===== config.mk =====
export PLATFORM = sky130hd
export DESIGN_NAME = rr_gate_arbiter
export DESIGN_NICKNAME = d
export VERILOG_FILES = /design/src/rtl/rr_gate_arbiter.sv
export SDC_FILE = /design/constraint.sdc
export NUM_CORES = 1
export LEC_CHECK = 0
export BUFFER_PORTS_ARGS = -buffer_cell sky130_fd_sc_hd__buf_4
export CAP_MARGIN = 40
export CORE_AREA = 4 4 41 43
export CTS_CLUSTER_DIAMETER = 50
export DETAILED_ROUTE_END_ITERATION = 8
export DIE_AREA = 0 0 45 47
export GPL_TIMING_DRIVEN = 0
export PLACE_DENSITY = 0.64
export SLEW_MARGIN = 0
export SYNTH_ARGS = -nofsm -noshare
export SYNTH_HDL_FRONTEND = slang
export SYNTH_SLANG_ARGS = --single-unit

===== constraint.sdc =====
create_clock -name clk -period 2.3 [get_ports clk]
set_clock_uncertainty 0.05 [all_clocks]
set_input_delay 0.23 -clock clk [delete_from_list [all_inputs] [get_ports clk]]
set_output_delay 0.23 -clock clk [all_outputs]
set_load 0.005 [all_outputs]

===== src/rtl/rr_gate_arbiter.sv =====
// Round-robin arbiter that hands one shared combinational unit to one of N requesters at a time.
// Optional forced release after MAX_HOLD cycles is built only when ARB_TIMEOUT_EN is defined.
module rr_gate_arbiter #(
    parameter int N        = 4,
    parameter int IDW      = 2,
    parameter int MAX_HOLD = 16
) (
    input  logic           clk,
    input  logic           rst_n,
    input  logic [N-1:0]   req,
    input  logic           done,
    output logic [N-1:0]   gnt,
    output logic [IDW-1:0] gnt_id,
    output logic           busy,
    output logic           timeout
);

    typedef enum logic {
        IDLE  = 1'b0,
        GRANT = 1'b1
    } state_t;

    state_t          state_reg, state_next;
    logic [N-1:0]    gnt_reg, gnt_next;
    logic [IDW-1:0]  gnt_id_reg, gnt_id_next;
    logic [IDW-1:0]  ptr_reg, ptr_next;
    logic            timeout_reg, timeout_next;

    // Parameter sanity, caught at elaboration time.
    if (N < 2 || IDW != $clog2(N) || MAX_HOLD < 1) begin : g_bad_params
        $error("rr_gate_arbiter: illegal parameter combination");
    end

    // Candidate index for each search position: (ptr + position) mod N.
    logic [IDW-1:0] cand_idx [N];
    logic [N-1:0]   cand_req;
    logic [N-1:0]   pick_onehot;

    for (genvar gi = 0; gi < N; gi++) begin : g_search
        logic [IDW:0] pos_sum;
        assign pos_sum       = {1'b0, ptr_reg} + (IDW+1)'(gi);
        assign cand_idx[gi]  = (pos_sum >= (IDW+1)'(N)) ? IDW'(pos_sum - (IDW+1)'(N))
                                                        : IDW'(pos_sum);
        assign cand_req[gi]  = req[cand_idx[gi]];
    end

    logic           pick_valid;
    logic [IDW-1:0] pick_idx;

    // Walk from the lowest-priority position upward so the earliest hit wins.
    always_comb begin
        pick_valid = 1'b0;
        pick_idx   = '0;
        for (int k = N - 1; k >= 0; k--) begin
            if (cand_req[k]) begin
                pick_valid = 1'b1;
                pick_idx   = cand_idx[k];
            end
        end
    end

    for (genvar gi = 0; gi < N; gi++) begin : g_decode
        assign pick_onehot[gi] = (pick_idx == IDW'(gi));
    end

    logic           owner_req;
    logic           release_now;
    logic [IDW-1:0] owner_plus1;

    assign owner_req   = req[gnt_id_reg];
    assign release_now = done || !owner_req;
    assign owner_plus1 = (gnt_id_reg == IDW'(N - 1)) ? '0 : gnt_id_reg + 1'b1;

    logic hold_expired;

`ifdef ARB_TIMEOUT_EN
    localparam int HCW = $clog2(MAX_HOLD) + 1;

    logic [HCW-1:0] hold_cnt_reg, hold_cnt_next;

    // Counter reads 0 in the first GRANT cycle, so MAX_HOLD-1 marks the last allowed cycle.
    assign hold_expired = (state_reg == GRANT) && (hold_cnt_reg == HCW'(MAX_HOLD - 1));

    always_comb begin
        hold_cnt_next = '0;
        if (state_reg == GRANT) begin
            hold_cnt_next = hold_cnt_reg + 1'b1;
        end
    end

    always_ff @(posedge clk) begin
        if (!rst_n) begin
            hold_cnt_reg <= '0;
        end else begin
            hold_cnt_reg <= hold_cnt_next;
        end
    end
`else
    assign hold_expired = 1'b0;
`endif

    always_comb begin
        state_next   = state_reg;
        gnt_next     = gnt_reg;
        gnt_id_next  = gnt_id_reg;
        ptr_next     = ptr_reg;
        timeout_next = 1'b0;
        case (state_reg)
            IDLE: begin
                if (pick_valid) begin
                    state_next  = GRANT;
                    gnt_next    = pick_onehot;
                    gnt_id_next = pick_idx;
                end
            end
            GRANT: begin
                // A normal release wins over a coincident timeout.
                if (release_now || hold_expired) begin
                    state_next   = IDLE;
                    gnt_next     = '0;
                    gnt_id_next  = '0;
                    ptr_next     = owner_plus1;
                    timeout_next = !release_now;
                end
            end
            default: begin
                state_next  = IDLE;
                gnt_next    = '0;
                gnt_id_next = '0;
            end
        endcase
    end

    always_ff @(posedge clk) begin
        if (!rst_n) begin
            state_reg   <= IDLE;
            gnt_reg     <= '0;
            gnt_id_reg  <= '0;
            ptr_reg     <= '0;
            timeout_reg <= 1'b0;
        end else begin
            state_reg   <= state_next;
            gnt_reg     <= gnt_next;
            gnt_id_reg  <= gnt_id_next;
            ptr_reg     <= ptr_next;
            timeout_reg <= timeout_next;
        end
    end

    assign gnt     = gnt_reg;
    assign gnt_id  = gnt_id_reg;
    assign busy    = |gnt_reg;
    assign timeout = timeout_reg;

endmodule


==> results.cfg <==
[clock_tree]
worstSkewPairLatency_ns = 0.26
cts_hold_repair.buffers = 0
clock_sink_count = 10
post-cts-setup-buffers = 0
clockRootBuffer = clkbuf_4
clock_pin_slew_of_the_registers_on_the_worst_case_setup_and_hold_paths_ns = 0.07
ctsLongestPathBuffers = 2
number_of_levels_the_h_tree_was_split_into = 1
tritoncts.num_buffers = 3
clock_tree_from_tritoncts = done
ctsResizeCount = 0

[worst_setup_path]
worstSetupStartpointType = flop
critical_path_peak_fanout = 6
timing.critical_path.arrival_ns = 1.64
ff2ff_setup_slack_ns = 0.76
criticalPathCategory = reg -> reg
worst_r2r_endpoint = gnt_id[1]
worstPathRequired_ns = 2.40
worstSetupEndpoint = gnt_id[1]
r2r-start = gnt_id[0]
beginning_of_the_critical_path = gnt_id[0]
worst-r2r-cell-count = 4
worst_setup_ep_type = flop

[timing]
final_worst_slack_ns = 0.7589
rsz0062_at_grt = no
fmax_mhz = 648.9
hold_viol_final = 0
finalCriticalPeriod_ns = 1.541
worstMarginPinSlew_ns = 0.6129
finalSetupTns_ns = 0
max-slew-margin-rel_pct = 59.05
finalCritPeriodShare_pct = 67.00
setup_viol = 0
report.final.slew_viol_count = 0

[drt]
number_of_remaining_drc_errors = 0
via_density_per_instance = 5.412
final_antenna_net_count = 0
wl_um = 1093
drt-pass1-iter-count = 4
dr.first_iter.drc_count = 6
num_vias = 460
wire_per_inst_um = 12.86

[cells_and_area]
antenna_cells_inserted = 0
largest_register_ffs = 4
multi_input_area_sq_um = 287.8
final.fill_count = 141
area.growth.synth_to_final_pct = 31.61
final-seq-area_sq_um = 200.2
post-route-cell-area_sq_um = 666.9
final_nets = 79
final-instance-count-excl-fill = 85
proportion_of_layout_cells_with_a_drive_suffix_above_1_pct = 32.86

[synth]
synth.cells.most_frequent = dfxtp_1 (10), a21oi_1 (4), a32o_1 (4), nand2_1 (4)
synthDominantAreaCellType = dfxtp_1
yosys_register_bits = 10
synth_top_area_share_pct = 39.51
yosys_warnings = 0
synth_most_common_cell = dfxtp_1
synth_edf_count = 0
syn_area_sq_um = 506.7
synth_sequential_area_ratio_pct = 39.51
syn_area_per_cell_sq_um = 9.745
ys.flop_type = dfxtp_1
synthCells = 52
synth.net_count = 60
ys_top_cells_by_area = dfxtp_1 (40%), a32o_1 (7.9%), mux2i_1 (5.9%)
synthArstFlopShare_pct = 0
yosys.cell_types.count = 25

[floorplan]
ios = 15
die_area_sq_um = 2115
die_height_um = 47
core_region_area_sq_um = 1301
start_util_pct = 38.94
floorplan.rows = 13
die-width_um = 45

[power]
sw_frac_of_total_pct = 25.53
irDropWorstVdd_v = 0.0004159
power.total_w = 0.0004501
p_int_w = 0.0003352
total_leakage_power_nw = 0.2823
power_per_cell_area_nw_per_um2 = 675.0
clock_power_share_pct = 34.2
p_comb_share_pct = 21.5
net-switching-power_w = 0.0001149
power.share.sequential_pct = 44.3

[status]
outcome = completed

[placed_design]
place_inst = 81
dp_hpwl_um = 897.5
dpl_cell_area_sq_um = 630.6
place_congestion = 0.7226
preCtsSetupSlack_ns = 0.7689
placement.io_buffers = 14

[global_routing]
grt_first_pass_wirelength_um = 1918
gr-usage-all-layers_pct = 12.64
grt_max_degree = 8
via_count_of_the_first_global_routing_pass = 448
initial_antenna_violation_count = 0
gr-total-overflow = 0

[hold_path]
holdCritPathClass = in -> reg

[flow_run]
max_cap_violations = 0
metrics by stage:
stage | hold slack (ns) | utilization (%)
global placement | 0.4238 | 48.46
CTS | 0.1881 | 51.25
detailed placement | 0.4277 | 48.46
floorplan | 0.2961 | -
finish | 0.1912 | 51.25
global route | 0.1878 | 51.25
logic make-up after synthesis:
logic type	count (synthesis)	synth area share, %
AO/OA/AOI/OAI	17	28.15
adder cells (fa/ha/maj)	1	2.469
buffers and inverters	3	3.704
flip-flops	10	39.51
multiplexers	3	5.926
other	1	0.7400
AND/OR/NAND/NOR	17	19.51
power by group through the flow:
| stage | clock, W | sequential, W | combinational (W) |
|---|---|---|---|
| final | 0.000154 | 0.000200 | 0.0000966 |
| after global routing | 0.000170 | 0.000202 | 0.000108 |
| after CTS | 0.000157 | 0.000200 | 0.0000980 |
| after detailed placement | 0 | 0.000204 | 0.0000979 |
| after global placement | 0 | 0.000203 | 0.0000957 |
| after floorplan | 0 | 0.000202 | 0.0000546 |
layout by cell type, fill, tap and decap left out:
cell / instances
o21a_1: 1
nor4_2: 1
or4_1: 1
clkbuf_4: 3
o22a_1: 1
o221ai_2: 1
nand2_1: 4
o211a_4: 1
o21ai_1: 2
nor3_1: 1
o22ai_1: 1
a22o_1: 2
nor3b_1: 1
buf_4: 14
mux2i_1: 3
clkbuf_8: 1
ha_1: 1
nand2b_1: 2
nand3_1: 2
or3_4: 1
conb_1: 1
buf_6: 1
dfxtp_1: 10
a32o_1: 4
nor2_1: 3
or2_1: 1
a21oi_1: 4
inv_1: 2
cell type report:
class	instances	area share [%]
plain buffers	1	1.689
clock buffers	4	5.441
inverters	2	1.126
multi-input cells	39	43.15
flip-flops and latches	10	30.02
well taps	15	2.814
repair buffers	14	15.76
how the worst min path moves through the flow:
stage | from | to | slack, ns | cells after the start
global placement | gnt[0] | gnt[0] | 0.42 | 1
floorplan | rst_n | state_reg | 0.30 | 2
CTS | rst_n | state_reg | 0.19 | 3
finish | rst_n | state_reg | 0.19 | 3
global route | rst_n | state_reg | 0.19 | 3
detailed placement | gnt[0] | gnt[0] | 0.43 | 1
worst max-delay path: stages (launching register included):
cell	delay, ns
dfxtp_1	0.46
mux2i_1	0.28
o221ai_2	0.20
o211a_4	0.21
a22o_1	0.23
per-layer routing:
metal	global-route usage [%]	share of wire (%)	vias up
met5	0	0	-
met4	5.263	0.91	0
met3	4.981	3.7	2
met2	18.93	49	6
met1	16.20	46	219
li1	-	-	233
No activity file was read; power rests on OpenSTA's default activity.
